`config.mk`:
```
export PLATFORM = sky130hd
export DESIGN_NAME = mem_port_arbiter
export DESIGN_NICKNAME = d
export VERILOG_FILES = /design/src/rtl/mem_arb_pkg.sv /design/src/rtl/mem_port_arbiter_pick.sv /design/src/rtl/mem_port_arbiter.sv
export SDC_FILE = /design/constraint.sdc
export NUM_CORES = 1
export LEC_CHECK = 0
export CAP_MARGIN = 20
export CORE_MARGIN = 5
export CORE_UTILIZATION = 35
export DETAILED_ROUTE_END_ITERATION = 8
export GPL_ROUTABILITY_DRIVEN = 0
export GPL_TIMING_DRIVEN = 0
export PLACE_DENSITY = 0.78
export SYNTH_ARGS = -nofsm -noshare
export SYNTH_HDL_FRONTEND = slang
export SYNTH_SLANG_ARGS = --single-unit
```
`constraint.sdc`:
```
create_clock -name clk -period 3.5 [get_ports clk]
set_input_delay 0.7 -clock clk [delete_from_list [all_inputs] [get_ports clk]]
set_output_delay 0.7 -clock clk [all_outputs]
set_load 0.02 [all_outputs]
```
`src/rtl/mem_arb_pkg.sv`:
```
// Shared types and default widths for the memory port arbiter.
package mem_arb_pkg;

   typedef enum logic [1:0] {IDLE, REQ, WAIT, DROP} state_t;
   typedef enum logic {OWN_IF, OWN_DM} owner_t;

   localparam int ADDR_W_DEF  = 32;
   localparam int DATA_W_DEF  = 32;
   localparam int TIMEOUT_DEF = 255;

endpackage

```
`src/rtl/mem_port_arbiter_pick.sv`:
```
// Two-way requester selector: fixed DM-over-IF, or round-robin when ARB_RR_EN is defined.
module arb_pick
   import mem_arb_pkg::*;
(
   input  logic   if_req,
   input  logic   dm_req,
   input  owner_t rr_last,
   output logic   vld,
   output owner_t pick
);

   assign vld = if_req | dm_req;

`ifdef ARB_RR_EN
   // On contention the requester not served last wins.
   always_comb begin
      pick = OWN_DM;
      if (if_req && dm_req) pick = (rr_last == OWN_DM) ? OWN_IF : OWN_DM;
      else if (if_req)      pick = OWN_IF;
   end
`else
   logic unused_rr;
   assign unused_rr = (rr_last == OWN_IF);

   always_comb begin
      pick = OWN_DM;
      if (!dm_req && if_req) pick = OWN_IF;
   end
`endif

endmodule

```
`src/rtl/mem_port_arbiter.sv`:
```
// Single-outstanding bus port shared by fetch and load/store, with flush drop and watchdog.
// Optional macro ARB_RR_EN selects round-robin arbitration instead of fixed DM priority.
module mem_port_arbiter
   import mem_arb_pkg::*;
#(
   parameter int ADDR_W      = ADDR_W_DEF,
   parameter int DATA_W      = DATA_W_DEF,
   parameter int TIMEOUT_CYC = TIMEOUT_DEF
)(
   input  logic                clk,
   input  logic                rst,
   input  logic                if_req,
   input  logic [ADDR_W-1:0]   if_addr,
   output logic [DATA_W-1:0]   if_rdata,
   output logic                if_done,
   output logic                if_stall,
   input  logic                dm_req,
   input  logic                dm_we,
   input  logic [ADDR_W-1:0]   dm_addr,
   input  logic [DATA_W-1:0]   dm_wdata,
   input  logic [DATA_W/8-1:0] dm_wstrb,
   output logic [DATA_W-1:0]   dm_rdata,
   output logic                dm_done,
   output logic                dm_stall,
   input  logic                flush,
   output logic                bus_req,
   output logic                bus_we,
   output logic [ADDR_W-1:0]   bus_addr,
   output logic [DATA_W-1:0]   bus_wdata,
   output logic [DATA_W/8-1:0] bus_wstrb,
   input  logic                bus_gnt,
   input  logic                bus_rvalid,
   input  logic [DATA_W-1:0]   bus_rdata,
   output logic                bus_timeout
);

   localparam int CW = $clog2(TIMEOUT_CYC + 1);

   state_t        state;
   owner_t        owner, rr_last, pick;
   logic          pick_vld, kill;
   logic [CW-1:0] cnt;
   logic          busy, rsp, rsp_drop, abort, killed_now, done, to_idle;

   arb_pick u_pick (
      .if_req  (if_req),
      .dm_req  (dm_req),
      .rr_last (rr_last),
      .vld     (pick_vld),
      .pick    (pick)
   );

   assign busy       = (state != IDLE);
   assign rsp        = (state == WAIT) && bus_rvalid;
   assign rsp_drop   = (state == DROP) && bus_rvalid;
   // A real response always beats the watchdog in the same cycle.
   assign abort      = busy && (cnt == CW'(TIMEOUT_CYC - 1)) && !rsp && !rsp_drop;
   assign killed_now = (owner == OWN_IF) && (kill || flush);
   assign done       = (rsp || (abort && state != DROP)) && !killed_now;
   assign to_idle    = rsp || rsp_drop || abort;

   assign if_done  = done && (owner == OWN_IF);
   assign dm_done  = done && (owner == OWN_DM);
   assign if_rdata = (if_done && rsp) ? bus_rdata : '0;
   assign dm_rdata = (dm_done && rsp) ? bus_rdata : '0;
   assign if_stall = if_req && !if_done;
   assign dm_stall = dm_req && !dm_done;

`ifdef ARB_RR_EN
   owner_t rr_q;
   always_ff @(posedge clk or posedge rst) begin
      if (rst)          rr_q <= OWN_DM;
      else if (to_idle) rr_q <= owner;
   end
   assign rr_last = rr_q;
`else
   assign rr_last = OWN_DM;
`endif

   always_ff @(posedge clk or posedge rst) begin
      if (rst) begin
         state       <= IDLE;
         owner       <= OWN_DM;
         kill        <= 1'b0;
         cnt         <= '0;
         bus_req     <= 1'b0;
         bus_we      <= 1'b0;
         bus_addr    <= '0;
         bus_wdata   <= '0;
         bus_wstrb   <= '0;
         bus_timeout <= 1'b0;
      end else begin
         cnt <= (!busy || to_idle) ? '0 : cnt + CW'(1);
         if (abort) begin
            bus_timeout <= 1'b1;
            bus_req     <= 1'b0;
         end
         unique case (state)
            IDLE: begin
               kill <= 1'b0;
               if (pick_vld) begin
                  owner   <= pick;
                  bus_req <= 1'b1;
                  state   <= REQ;
                  if (pick == OWN_DM) begin
                     bus_we    <= dm_we;
                     bus_addr  <= dm_addr;
                     bus_wdata <= dm_wdata;
                     bus_wstrb <= dm_wstrb;
                  end else begin
                     bus_we    <= 1'b0;
                     bus_addr  <= if_addr;
                     bus_wdata <= '0;
                     bus_wstrb <= '0;
                  end
               end
            end
            REQ: begin
               // A killed fetch keeps requesting; its answer is swallowed in DROP.
               if (abort) state <= IDLE;
               else begin
                  if (flush && owner == OWN_IF) kill <= 1'b1;
                  if (bus_gnt) begin
                     bus_req <= 1'b0;
                     state   <= killed_now ? DROP : WAIT;
                  end
               end
            end
            WAIT: begin
               if (abort || rsp)                    state <= IDLE;
               else if (flush && owner == OWN_IF)   state <= DROP;
            end
            DROP: begin
               if (abort || rsp_drop) state <= IDLE;
            end
            default: state <= IDLE;
         endcase
      end
   end

endmodule

```
==> reports/summary.txt <==
HPWL Detailed: 11.4 mm
Die Span X: 117 um
Seq cells post-synth: 83
CP max stage cell: clkdlybuf4s50_1
Synth Cell Area: 3980 um^2
WL/cell: 17.2 um
Clock tree buffer depth: 2
Distinct cells, synth: 35
Vias in the first global route: 4120
DP Cell Count: 797
CP Buf/Inv Count: 3
Most common cell after layout, fill and taps aside: clkdlybuf4s50_1
ANT nets after route: 0
Ys Warns: 0
Top cells by area, synth: dfrtp_1, and2_1, a22o_1
CTS tree: yes
Final Critical Period: 3.40 ns
Finished Layout Cells: 813
Num ports: 279
Flop pwr share: 32.0%
Leak Pwr: 3.17 nW
Slew at the pin closest to its max-slew limit: 0.541 ns
Skew final: 0.00974 ns
Fmax: 0.294 GHz
Seq/Total Area, Yosys: 52.3%
Vias: 3884
Final Worst Setup Slack: 0.0999 ns
Int Pwr: 3.29 mW
Share of layout cells above drive strength 1: 7.16%
Die area: 13600 um^2
Initial DRC count: 138
Switching share of power: 37.5%
Hold WS: 0.479 ns
Rel. slew slack: 63.7%
Status: completed
Post-synth top area share: 51.6%
Pre-CTS WS: -0.00528 ns
Critical path cell sequence: clkdlybuf4s50_1 -> nand2_2 -> nor3_4 -> buf_2 -> and2_1 -> clkdlybuf4s50_1
CP required: 2.80 ns
Residual DRC count: 0
Worst-skew pair later-pin latency: 0.33 ns
Overall Global Routing Usage: 19.7%
Cts bufs inserted: 9
Crit Path Category: in -> out
Number of H-tree levels: 3
Clk root buf: clkbuf_16
Mean post-synth cell area: 10.6 um^2
Global route overflow: 0
Reg2Reg Depth: 5
Crit-path max cell delay: 0.61 ns
Final setup viols: 0
R2r setup slk: 1.88 ns
Hold path start: bus_addr[0]$_DFFE_PP0P_
Net Switching: 1.98 mW
Max IR drop VDD: 484 uV
Critical path arrival: 2.70 ns
Total power: 5.27 mW
Clk sink count: 83
Initial Util: 35.3%
Power Density: 721 nW/um^2
Initial antenna violation count: 0
Core area: 11300 um^2
Hold WC Path Type: reg -> reg
Worst hold endpoint: bus_addr[0]$_DFFE_PP0P_
Core Rows: 39
Final net count: 807
Logic gate share of total power: 49.6%
Tcrit/Tclk final: 97.1%
Pre-antenna DRT Iters: 6
Total of max-cap violations: 0
Most frequent CP cell: clkdlybuf4s50_1
Vias per inst: 4.78
Post-synth net total: 517
Pin count of the biggest net entering global routing: 50
RR Endpoint: bus_wdata[16]$_DFFE_PP0P_
Port bufs: 278
Final WL: 14.0 mm
Final Hold Fails: 0
Yosys top cell by area: dfrtp_1
Clk pwr share: 18.4%
Synth-to-Final Area Change: 83.9%
CP max FO: 10
Worst-path clk slew: 0.06 ns
Die height: 117 um
# diodes: 0
CP top delay family: buffers and inverters
Crit path launch type: input pin
Final Max Tran Viols: 0
Worst R2R Start: state[0]$_DFFE_PP0P_
Crit end category: output pin
Commonest cells after routing, fill and taps aside: clkdlybuf4s50_1, dfrtp_1, and2_1, a22o_1, nand2_1
RSZ-0062 raised after global routing: no
Worst hold path depth: 2
Synthesized instance count: 375
First-pass GRT wire length: 20.9 mm
-- state kept, by name, summed over array words and instances, names as in the netlist, 2 cells and up --
register and count:
bus_addr 32, bus_wdata 32, cnt 8, bus_wstrb 4, state 2
-- worst max-delay path by stage --
stage / depth (start not counted) / slack (ns) / start / to
after detailed placement: 6 / -0.005 / bus_rvalid / if_rdata[29]
after global routing: 6 / 0.003 / bus_rvalid / if_rdata[30]
after global placement: 2 / -0.57 / rst / bus_req$_DFF_PP0_
after floorplan: 1 / 0.66 / rst / bus_addr[0]$_DFFE_PP0P_
after CTS: 6 / 0.02 / bus_rvalid / dm_rdata[1]
final: 6 / 0.1 / bus_rvalid / if_rdata[30]
-- tightest hold or removal path, delay by kind of cell (launching register included) --
kind               cells  cell delay, ns
DFF                    1            0.34
AOI/OAI and AO/OA      1            0.06
and+or+nand+nor        1            0.05
-- synth_stat cells --
master	number
nand3_1	4
xor2_1	2
a2111oi_0	1
nand2_1	35
buf_6	7
nor3_1	3
clkbuf_1	6
o21a_1	2
clkbuf_2	3
o21ai_2	1
o22a_1	1
a22oi_1	1
a31oi_1	1
inv_1	5
a21o_1	2
mux2i_1	32
o21bai_1	1
buf_2	10
nand2_2	1
nor3_2	2
nand2b_1	1
nor2b_1	5
nand4_1	1
a22o_1	37
a21oi_1	4
and2_1	65
o21ai_0	33
dfstp_2	1
dfrtp_1	82
o21ai_1	2
ha_1	2
nor2_2	2
xnor2_1	4
nor2_1	15
or3_1	1
-- cell families after synthesis --
| kind of cell | after synthesis | synth area share [%] |
|---|---|---|
| and+or+nand+nor | 135 | 18.1 |
| AOI/OAI and AO/OA | 86 | 15.0 |
| DFF | 83 | 52.3 |
| muxes | 32 | 8.06 |
| buffers and inverters | 31 | 4.66 |
| xor gates and xnor gates | 6 | 1.32 |
| adders and majority gates | 2 | 0.629 |
-- routing by layer --
layer	wire length, um	vias up	GRT usage [%]
met4	267	0	6.19
met3	1360	15	6.68
met5	0	-	0
li1	-	1872	-
met1	5180	1825	21.3
met2	7190	172	36.3
-- metrics by stage --
step / area (um^2) / util [%] / TNS, ns
2_1_floorplan: 3980 / - / 0
3_3_place_gp: 6940 / 61.5 / -46.55
3_5_place_dp: 6970 / 61.8 / -0.00528
4_1_cts: 7290 / 64.7 / 0
5_1_grt: 7310 / 64.9 / 0
6_report: 7310 / 64.9 / 0
-- power groups by stage --
| stage | clock [mW] | sequential [mW] | combinational (mW) |
|---|---|---|---|
| after detailed placement | 0 | 1.68 | 2.65 |
| after global placement | 0 | 1.67 | 2.59 |
| after CTS | 0.985 | 1.69 | 2.66 |
| final | 0.968 | 1.69 | 2.62 |
| after floorplan | 0 | 2.16 | 0.827 |
| after global routing | 1.03 | 1.75 | 2.81 |
-- area by class of cell --
type | count | area [um^2]
buffer | 26 | 170
clock buffer | 11 | 253
tap | 143 | 179
fill | 918 | 3960
clock inverter | 5 | 61.3
multi-input combinational | 261 | 1730
sequential | 83 | 2080
inverter | 5 | 21.3
timing repair buffer | 279 | 2820
-- what timing repair did --
action,CTS,global route
hold buffers,0,0
setup endpoints to repair,1,35
gates resized for setup,1,14
buffers inserted,0,0
Note: power is estimated with default switching activity, not from simulation.
